===== config.mk =====
export PLATFORM = sky130hd
export DESIGN_NAME = instr_fetch_flat
export DESIGN_NICKNAME = d
export VERILOG_FILES = /design/src/rtl/instr_fetch_if.sv /design/src/rtl/instr_fetch.sv /design/src/flat_wrapper.sv
export SDC_FILE = /design/constraint.sdc
export NUM_CORES = 1
export LEC_CHECK = 0
export ABC_AREA = 1
export ABC_CLOCK_PERIOD_IN_PS = 3400
export BUFFER_PORTS_ARGS = -buffer_cell sky130_fd_sc_hd__buf_2
export CAP_MARGIN = 20
export CORE_ASPECT_RATIO = 1.4
export CORE_MARGIN = 2
export CORE_UTILIZATION = 40
export DETAILED_ROUTE_END_ITERATION = 10
export MAX_ROUTING_LAYER = met4
export PLACE_DENSITY = 0.69
export SYNTH_ARGS = -nofsm -noshare
export SYNTH_HDL_FRONTEND = slang
export SYNTH_SLANG_ARGS = --single-unit

===== constraint.sdc =====
create_clock -name clk -period 3.4 [get_ports clk]
set_input_delay 0.17 -clock clk [delete_from_list [all_inputs] [get_ports clk]]
set_output_delay 0.17 -clock clk [all_outputs]
set_load 0.01 [all_outputs]

===== src/rtl/instr_fetch_if.sv =====
// Fetch-stage bus: instr_mem port-B read path, PC redirect, and the
// valid/ready instruction handshake towards decode.
`timescale 1ns/1ps
interface instr_fetch_if #(
    parameter int ADDR_W = 8
);
    logic [ADDR_W-1:0] mem_addr;
    logic [31:0]       mem_rdata;
    logic              redirect_valid;
    logic [31:0]       redirect_pc;
    logic              instr_valid;
    logic              instr_ready;
    logic [31:0]       instr;
    logic [31:0]       instr_pc;

    modport master (
        output mem_addr,
        input  mem_rdata,
        input  redirect_valid,
        input  redirect_pc,
        output instr_valid,
        input  instr_ready,
        output instr,
        output instr_pc
    );

    modport slave (
        input  mem_addr,
        output mem_rdata,
        output redirect_valid,
        output redirect_pc,
        input  instr_valid,
        output instr_ready,
        input  instr,
        input  instr_pc
    );
endinterface


===== src/rtl/instr_fetch.sv =====
// Instruction fetch: issues reads to a 1-cycle synchronous instr_mem, tags each
// with its PC and delivers {instr, instr_pc} to decode through a 2-entry buffer.
`timescale 1ns/1ps
module instr_fetch #(
    parameter int          ADDR_W   = 8,
    parameter logic [31:0] RESET_PC = 32'h0
) (
    input  logic              clk,
    input  logic              rst_n,
    input  logic              run,
    input  logic [ADDR_W:0]   word_count,
    output logic              busy,
    instr_fetch_if.master     bus
);
    typedef enum logic [1:0] {
        IDLE  = 2'd0,
        RUN   = 2'd1,
        DRAIN = 2'd2
    } state_t;

    state_t      state;

    logic [31:0] fetch_pc_p0;
    logic        vld_p1;
    logic [31:0] pc_p1;
    logic        vld_p2;
    logic [31:0] instr_p2;
    logic [31:0] pc_p2;
    logic        vld_p3;
    logic [31:0] instr_p3;
    logic [31:0] pc_p3;

    logic        xfer;
    logic [1:0]  occ;
    logic        below_limit;
    logic        room;
    logic        issue;
    logic        push;

    // occ counts both buffer slots plus the read still in flight, so a full
    // buffer can only accept a new issue when a transfer frees a slot now.
    assign xfer        = vld_p3 & bus.instr_ready;
    assign occ         = {1'b0, vld_p3} + {1'b0, vld_p2} + {1'b0, vld_p1};
    assign below_limit = fetch_pc_p0[31:2] < {{(30-ADDR_W-1){1'b0}}, word_count};
    assign room        = (occ < 2'd2) || ((occ == 2'd2) && xfer);
    assign issue       = (state == RUN) && !bus.redirect_valid && below_limit && room;
    assign push        = vld_p1 && !bus.redirect_valid;

    assign bus.mem_addr    = fetch_pc_p0[ADDR_W+1:2];
    assign bus.instr_valid = vld_p3;
    assign bus.instr       = instr_p3;
    assign bus.instr_pc    = pc_p3;

    always_ff @(posedge clk or negedge rst_n) begin
        if (!rst_n) begin
            state <= IDLE;
            busy  <= 1'b0;
        end else begin
            case (state)
                IDLE: begin
                    if (run) begin
                        state <= RUN;
                        busy  <= 1'b1;
                    end
                end
                RUN: begin
                    if (!run) state <= DRAIN;
                end
                DRAIN: begin
                    if (run) begin
                        state <= RUN;
                    end else if (!vld_p1 && !vld_p2 && !vld_p3) begin
                        state <= IDLE;
                        busy  <= 1'b0;
                    end
                end
                default: begin
                    state <= IDLE;
                    busy  <= 1'b0;
                end
            endcase
        end
    end

    // Stage p0 -> p1: issue; p1 -> p2/p3: return into skid slot / head slot.
    always_ff @(posedge clk or negedge rst_n) begin
        if (!rst_n) begin
            fetch_pc_p0 <= RESET_PC;
            vld_p1      <= 1'b0;
            pc_p1       <= 32'h0;
            vld_p2      <= 1'b0;
            instr_p2    <= 32'h0;
            pc_p2       <= 32'h0;
            vld_p3      <= 1'b0;
            instr_p3    <= 32'h0;
            pc_p3       <= 32'h0;
        end else if (bus.redirect_valid) begin
            // Clearing vld_p1 drops the in-flight word when it returns next cycle.
            fetch_pc_p0 <= {bus.redirect_pc[31:2], 2'b00};
            vld_p1      <= 1'b0;
            vld_p2      <= 1'b0;
            vld_p3      <= 1'b0;
        end else begin
            vld_p1 <= issue;
            if (issue) begin
                fetch_pc_p0 <= fetch_pc_p0 + 32'd4;
                pc_p1       <= fetch_pc_p0;
            end

            if (!vld_p3 || xfer) begin
                if (vld_p2) begin
                    vld_p3   <= 1'b1;
                    instr_p3 <= instr_p2;
                    pc_p3    <= pc_p2;
                    vld_p2   <= push;
                    if (push) begin
                        instr_p2 <= bus.mem_rdata;
                        pc_p2    <= pc_p1;
                    end
                end else if (push) begin
                    vld_p3   <= 1'b1;
                    instr_p3 <= bus.mem_rdata;
                    pc_p3    <= pc_p1;
                end else begin
                    vld_p3 <= 1'b0;
                end
            end else if (push) begin
                vld_p2   <= 1'b1;
                instr_p2 <= bus.mem_rdata;
                pc_p2    <= pc_p1;
            end
        end
    end
endmodule


===== src/flat_wrapper.sv =====
// flat-port wrapper written by rule: the top's interface ports become plain ports
module instr_fetch_flat 
#(
    parameter int          ADDR_W   = 8,
    parameter logic [31:0] RESET_PC = 32'h0
)
  (clk, rst_n, run, word_count, busy, bus_mem_addr, bus_mem_rdata, bus_redirect_valid, bus_redirect_pc, bus_instr_valid, bus_instr_ready, bus_instr, bus_instr_pc);
  instr_fetch_if #(.ADDR_W(ADDR_W)) bus_i ();
  input  logic clk;
  input  logic rst_n;
  input  logic run;
  input  logic [ADDR_W:0] word_count;
  output logic busy;
  output wire logic [$bits(bus_i.mem_addr)-1:0] bus_mem_addr;
  input wire logic [$bits(bus_i.mem_rdata)-1:0] bus_mem_rdata;
  input wire logic [$bits(bus_i.redirect_valid)-1:0] bus_redirect_valid;
  input wire logic [$bits(bus_i.redirect_pc)-1:0] bus_redirect_pc;
  output wire logic [$bits(bus_i.instr_valid)-1:0] bus_instr_valid;
  input wire logic [$bits(bus_i.instr_ready)-1:0] bus_instr_ready;
  output wire logic [$bits(bus_i.instr)-1:0] bus_instr;
  output wire logic [$bits(bus_i.instr_pc)-1:0] bus_instr_pc;
  assign bus_mem_addr = bus_i.mem_addr;
  assign bus_i.mem_rdata = bus_mem_rdata;
  assign bus_i.redirect_valid = bus_redirect_valid;
  assign bus_i.redirect_pc = bus_redirect_pc;
  assign bus_instr_valid = bus_i.instr_valid;
  assign bus_i.instr_ready = bus_instr_ready;
  assign bus_instr = bus_i.instr;
  assign bus_instr_pc = bus_i.instr_pc;
  instr_fetch #(.ADDR_W(ADDR_W), .RESET_PC(RESET_PC)) u_core (.clk(clk), .rst_n(rst_n), .run(run), .word_count(word_count), .busy(busy), .bus(bus_i));
endmodule

Word-level counts from Yosys, hierarchy flattened
Cells that the tools add are included.
{"block": "totals", "reg_bits": 198, "input_bits": 78, "output_inout_bits": 74, "word_cells": 81}
{"block": "op_classes", "add_sub_neg": 3, "n_lt_le_gt_ge": 2, "eq_ne": 9, "muxes": 30, "bitwise": 3, "reduce_logical": 23}
{"cell": "32-bit two-way mux", "n": 12}
{"cell": "32-bit by 3-bit adder with 32-bit output, second input constant", "n": 1}
{"cell": "30-bit by 9-bit less-than comparator with 1-bit output", "n": 1}
{"cell": "1-bit two-way mux", "n": 12}
{"cell": "2-bit two-way mux", "n": 4}
{"cell": "1-bit logical AND", "n": 7}
{"cell": "2-bit != test, second input constant", "n": 3}
{"cell": "2-bit case mux with 3 select lines", "n": 1}
{"cell": "3-bit AND reduction", "n": 2}
{"cell": "2-bit nonzero test", "n": 3}
{"cell": "2-bit == test, second input constant", "n": 2}
{"cell": "1-bit logical NOT", "n": 4}
{"cell": "2-bit by 1-bit != test with 1-bit output, second input constant", "n": 2}
{"cell": "2-bit AND reduction", "n": 2}
{"cell": "4-bit AND reduction", "n": 1}
{"cell": "3-bit by 2-bit != test with 1-bit output, second input constant", "n": 1}
{"cell": "1-bit case mux with 3 select lines", "n": 1}
{"cell": "3-bit nonzero test", "n": 1}
{"cell": "1-bit by 1-bit adder with 2-bit output", "n": 1}
{"cell": "2-bit by 1-bit adder with 2-bit output", "n": 1}
{"cell": "2-bit by 1-bit == test with 1-bit output, second input constant", "n": 1}
{"cell": "2-bit logical NOT", "n": 1}
{"cell": "1-bit logical OR", "n": 2}
{"cell": "2-bit less-than comparator, second input constant", "n": 1}
{"cell": "other kinds (2)", "n": 3}

Longest topological paths before layout
{"block": "depth", "ltp_word": 8, "ltp_mapped": 13, "depth_no_buf": 11}

Worst setup path after synthesis
OpenSTA, ideal clock, no wires.
{"block": "synth_path", "kind": "reg-to-reg", "start": "register u_core.vld_p2", "end": "register u_core.pc_p1[11]", "setup_ns": 0.113, "arrival_ns": 2.053, "required_ns": 3.287, "path_slack_ns": 1.234, "path_stages_with_launch": 14, "n_path_buf": 4, "synth_period_minus_slack_ns": 2.166, "path_cell_list": "dfrtp_1 > inv_2 > buf_2 > clkbuf_1 > fa_1 > nand3_1 > nand2_1 > nand2_1 > nor2_1 > nand3_1 > buf_6 > buf_4 > nand2_1 > inv_1"}
{"block": "synth_via", "elab_chain_cells": 7, "word_cells_on_any_way": 8, "cone_classes": "add/sub (2); order compare (1); eq/ne (1); reduce/logical (4)"}
{"item": "start, declared", "line_no": "instr_fetch.sv:26", "source": "logic vld_p2;"}
{"item": "start signal, assigned", "line_no": "instr_fetch.sv:115", "source": "vld_p2 <= push;"}
{"item": "1-bit by 1-bit adder with 2-bit output (*)", "line_no": "instr_fetch.sv:43", "source": "assign occ = {1'b0, vld_p3} + {1'b0, vld_p2} + {1'b0, vld_p1};"}
{"item": "2-bit by 1-bit adder with 2-bit output (*)", "line_no": "instr_fetch.sv:43"}
{"item": "2-bit == test", "line_no": "instr_fetch.sv:45", "source": "assign room = (occ < 2'd2) || ((occ == 2'd2) && xfer);"}
{"item": "1-bit logical AND", "line_no": "instr_fetch.sv:45"}
{"item": "1-bit logical OR (*)", "line_no": "instr_fetch.sv:45"}
{"item": "1-bit logical AND (*)", "line_no": "instr_fetch.sv:46", "source": "assign issue = (state == RUN) && !bus.redirect_valid && below_limit && room;"}
{"item": "2-bit AND reduction (no line) (*)"}
{"item": "end signal, assigned", "line_no": "instr_fetch.sv:107", "source": "pc_p1 <= fetch_pc_p0;"}
{"item": "end, declared", "line_no": "instr_fetch.sv:25", "source": "logic [31:0] pc_p1;"}
Mark *: on every way between the ends. The rest lies on a longest branch, timed or not.
A chain may end at the register's enable or synchronous reset.

Final worst setup path
{"block": "layout_path", "start": "register u_core.vld_p2", "end": "register u_core.fetch_pc_p0[2]"}
{"block": "layout_via", "elab_chain_cells": 7, "word_cells_on_any_way": 8, "cone_classes": "add/sub (2); order compare (1); eq/ne (1); reduce/logical (4)"}
{"item": "1-bit by 1-bit adder with 2-bit output (*)", "line_no": "instr_fetch.sv:43"}
{"item": "2-bit by 1-bit adder with 2-bit output (*)", "line_no": "instr_fetch.sv:43"}
{"item": "2-bit == test", "line_no": "instr_fetch.sv:45"}
{"item": "1-bit logical AND", "line_no": "instr_fetch.sv:45"}
{"item": "1-bit logical OR (*)", "line_no": "instr_fetch.sv:45"}
{"item": "1-bit logical AND (*)", "line_no": "instr_fetch.sv:46"}
{"item": "2-bit nonzero test (no line) (*)"}
{"item": "end signal, assigned", "line_no": "instr_fetch.sv:99", "source": "fetch_pc_p0 <= {bus.redirect_pc[31:2], 2'b00};"}
{"item": "end signal, assigned", "line_no": "instr_fetch.sv:106", "source": "fetch_pc_p0 <= fetch_pc_p0 + 32'd4;"}
{"item": "end, declared", "line_no": "instr_fetch.sv:23", "source": "logic [31:0] fetch_pc_p0;"}
Marked as above.

==> metrics <==
Vias=approximately 6,600; number of nets in the layout=approximately 1,200; largest buffer count on any clock path=2; post-synth top area share=between 50% and 60%; primary flip-flop cell chosen by synthesis mapping=sky130_fd_sc_hd__dfrtp_1; IO Port Bufs=147; vias in the first global route=approximately 6,300; TritonCTS sink count=between 150 and 200; Final Max Slew Viols=0; DRC violations left=0; CP endpoint kind=register; Synth async-reset ratio=between 90% and 100%; Met1 Routed Length=7613 um; Final Hold Viols=0; uppermost metal layer occupied by signal nets=met4; run status=finished clean; chip width=roughly 130 um; clock slew at reported path FFs=0.07 ns; worst slew margin relative to its limit=between 40% and 50%; cells along the critical path=clkinv_2 > fa_1 > nand3_1 > nand2_1 > nand2_1 > nor2_1 > nand3_2 > buf_12 > nand2_4 > nand2_1 > nand2_1; Cell Area, Synth=~0.0083 sq mm; total length of routed met3 wires=approximately 640 um; placer's final routability congestion estimate=0.7820; met2 layer wire length in the routed design=8317 um; Syn. warnings=0; count of state elements after synthesis=190; total power density per cell area=around 480 mW/mm^2; summed negative setup slack over all endpoints=0 ns; via count normalized by instance count=roughly 4.7; count of unique library cells instantiated by Yosys=27; final setup margin=a little over 0.9 ns; Post-synth EDFFs=0; cts bufs inserted=17; all-layer global routing usage=about 17%; filler cell count in the final layout=between 1,500 and 2,000; post-synthesis instance total=990; residual overflow from global routing=0; Tcrit/Tclk final=between 70% and 80%; Max IR drop VDD=~0.32 mV; biggest cell delay along the critical path=roughly 0.51 ns; most common cell in the synthesized netlist=sky130_fd_sc_hd__nand2_1; Die Height=between 150 and 200 um; CP dominant cell by count=sky130_fd_sc_hd__nand2_1; CP arrival=2.84 ns; proportion of layout cells with a drive suffix above 1=between 15 and 20%; placed cells=around 1,300; ranking of synthesized cells by instance count=sky130_fd_sc_hd__nand2_1, sky130_fd_sc_hd__o21ai_0, sky130_fd_sc_hd__dfrtp_1; post-synthesis sequential area ratio=between 50% and 60%; first-pass GRT wire length=around 30,000 um; count of H-tree levels built during CTS=4; skew final=0.01106 ns; Initial Utilization=40.68%; biggest fanout along the worst timing path=46; family with the most delay on the worst path=simple AND/OR/NAND/NOR gates; maxcap violations=0; largest net degree at the start of global routing=between 90 and 100; sum of net half-perimeters after detailed placement=between 10,000 and 15,000 um; Synth area leader=sky130_fd_sc_hd__dfrtp_1; area of the multi-input gates=0.002828 sq mm; footprint of the flip-flops and latches=between 0.004 and 0.005 sq mm; top area cells in the synthesized netlist=sky130_fd_sc_hd__dfrtp_1, sky130_fd_sc_hd__nand2_1, sky130_fd_sc_hd__o21ai_0; critical path launch point type=register; RSZ-0062 raised after global routing=false; die area=0.02201 sq mm; wire length reported by the detailed router=between 15,000 and 20,000 um; cell at the root of the clock tree=sky130_fd_sc_hd__clkbuf_16; crit path time final=2.475 ns; I/O pin total=around 150; top achievable clock speed=between 400 and 500 MHz; CTS tree=built; placement-stage worst setup slack=~0.9 ns; post-synthesis to final-layout area growth=20.65%; crit path buf inv count=2; number of placement rows=just over 60; class of the most critical setup path=register to register; final setup violation count=0; data required time at the worst endpoint=between 3 and 4 ns; Critical-path top delay cell=sky130_fd_sc_hd__fa_1; Antenna Nets Post-Route=0; synthesized area per cell=8.415 sq um; floorplan core area=about 0.02 sq mm; total power draw=around 4.8 mW; number of diodes=0; length of the first detailed-routing pass in iterations=5; initial antenna violation count=0; final instance count without filler cells=~1,400; clock latency on the worst-skew pair=between 0.4 and 0.5 ns; worst-margin pin slew=just over 0.8 ns; P_leak=approximately 5.6 nW; Min-Delay Path Class=input port to register; Avg WL per Cell=12.07 um; violation count after the first detailed-routing iteration=334
-- layer usage --
metal / vias to the layer above / GRT usage [%]
li1: 3374 / -
met1: 3028 / 20.04
met2: 132 / 27.76
met3: 19 / 3.521
met4: 0 / 5.907
met5: - / -
-- final timing paths --
check	from	to	slack [ns]	depth (start not counted)
hold reg to reg	u_core.pc_p1[15]	u_core.pc_p1[15]	0.46	2
setup reg to reg	u_core.vld_p2	u_core.fetch_pc_p0[2]	0.93	11
hold / removal	bus_mem_rdata[17]	u_core.instr_p2[17]	0.02	3
setup / recovery	u_core.vld_p2	u_core.fetch_pc_p0[2]	0.93	11
min in group asynchronous	rst_n	u_core.bus.instr_pc[14]	0.37	2
max in group asynchronous	rst_n	u_core.vld_p2	2.22	3
-- per-stage QoR --
step / hold WS (ns) / instance area, sq um / utilization [%]
3_5_place_dp: 0.3088 / 9193 / 44.89
5_1_grt: 0.01377 / 10050 / 49.08
6_report: 0.01953 / 10050 / 49.08
2_1_floorplan: -0.1256 / 8334 / -
4_1_cts: 0.001669 / 10050 / 49.08
3_3_place_gp: 0.3062 / 9193 / 44.89
-- final cells by class --
cell class | instances | area share (%)
sequential | 190 | 47.30
clock inverter | 10 | 1.270
multi-input combinational | 625 | 28.13
tap | 256 | 3.187
timing repair buffer | 182 | 11.17
clock buffer | 21 | 4.681
inverter | 113 | 4.257
-- tightest hold or removal path, cell delays in order --
cell and delay, ns:
sky130_fd_sc_hd__buf_2 0.09, sky130_fd_sc_hd__inv_1 0.06, sky130_fd_sc_hd__o21ai_0 0.08
-- power by group --
group / internal, mW / switching, mW
registers: 2.33 / 0.0624
clock network: 1.15 / 0.865
logic: 0.168 / 0.221
-- timing repair --
action,CTS,global route
buffers inserted,0,0
gates resized for setup,0,0
endpoints found under the hold margin,115,0
hold buffers,26,0
-- cell usage in the layout, fill, tap and decap left out, drive strengths merged --
cell type	Yosys	final
a21oi	3	3
bufinv	0	2
dlygate4sd3	0	26
clkinv	0	4
and3	1	1
nand4	3	3
inv	113	116
or3	1	1
xor2	4	4
ha	9	9
o21ai	199	199
clkbuf	26	22
clkinvlp	0	1
nor2	25	25
o211ai	1	1
nor3	1	1
nand2	332	332
dfrtp	190	190
o31ai	1	1
buf	37	155
conb	1	2
xnor2	1	1
nand3	41	41
fa	1	1
-- sequential cells by signal, indices dropped and copies added (netlist names), 2 cells and up --
| register | flops |
|---|---|
| u_core.state | 2 |
| u_core.fetch_pc_p0 | 30 |
| u_core.bus.instr | 32 |
| u_core.bus.instr_pc | 30 |
| u_core.pc_p2 | 30 |
| u_core.pc_p1 | 30 |
| u_core.instr_p2 | 32 |
-- kinds of logic after synthesis --
family                     count (synthesis)  synth area share, %
AOI/OAI and AO/OA                        204                12.38
and+or+nand+nor                          404                19.10
DFF                                      190                57.07
adders and majority gates                 10                1.592
other                                      1              0.04502
buffers and inverters                    176                9.282
xor gates and xnor gates                   5               0.5257
Note: power is estimated with default switching activity, not from simulation.
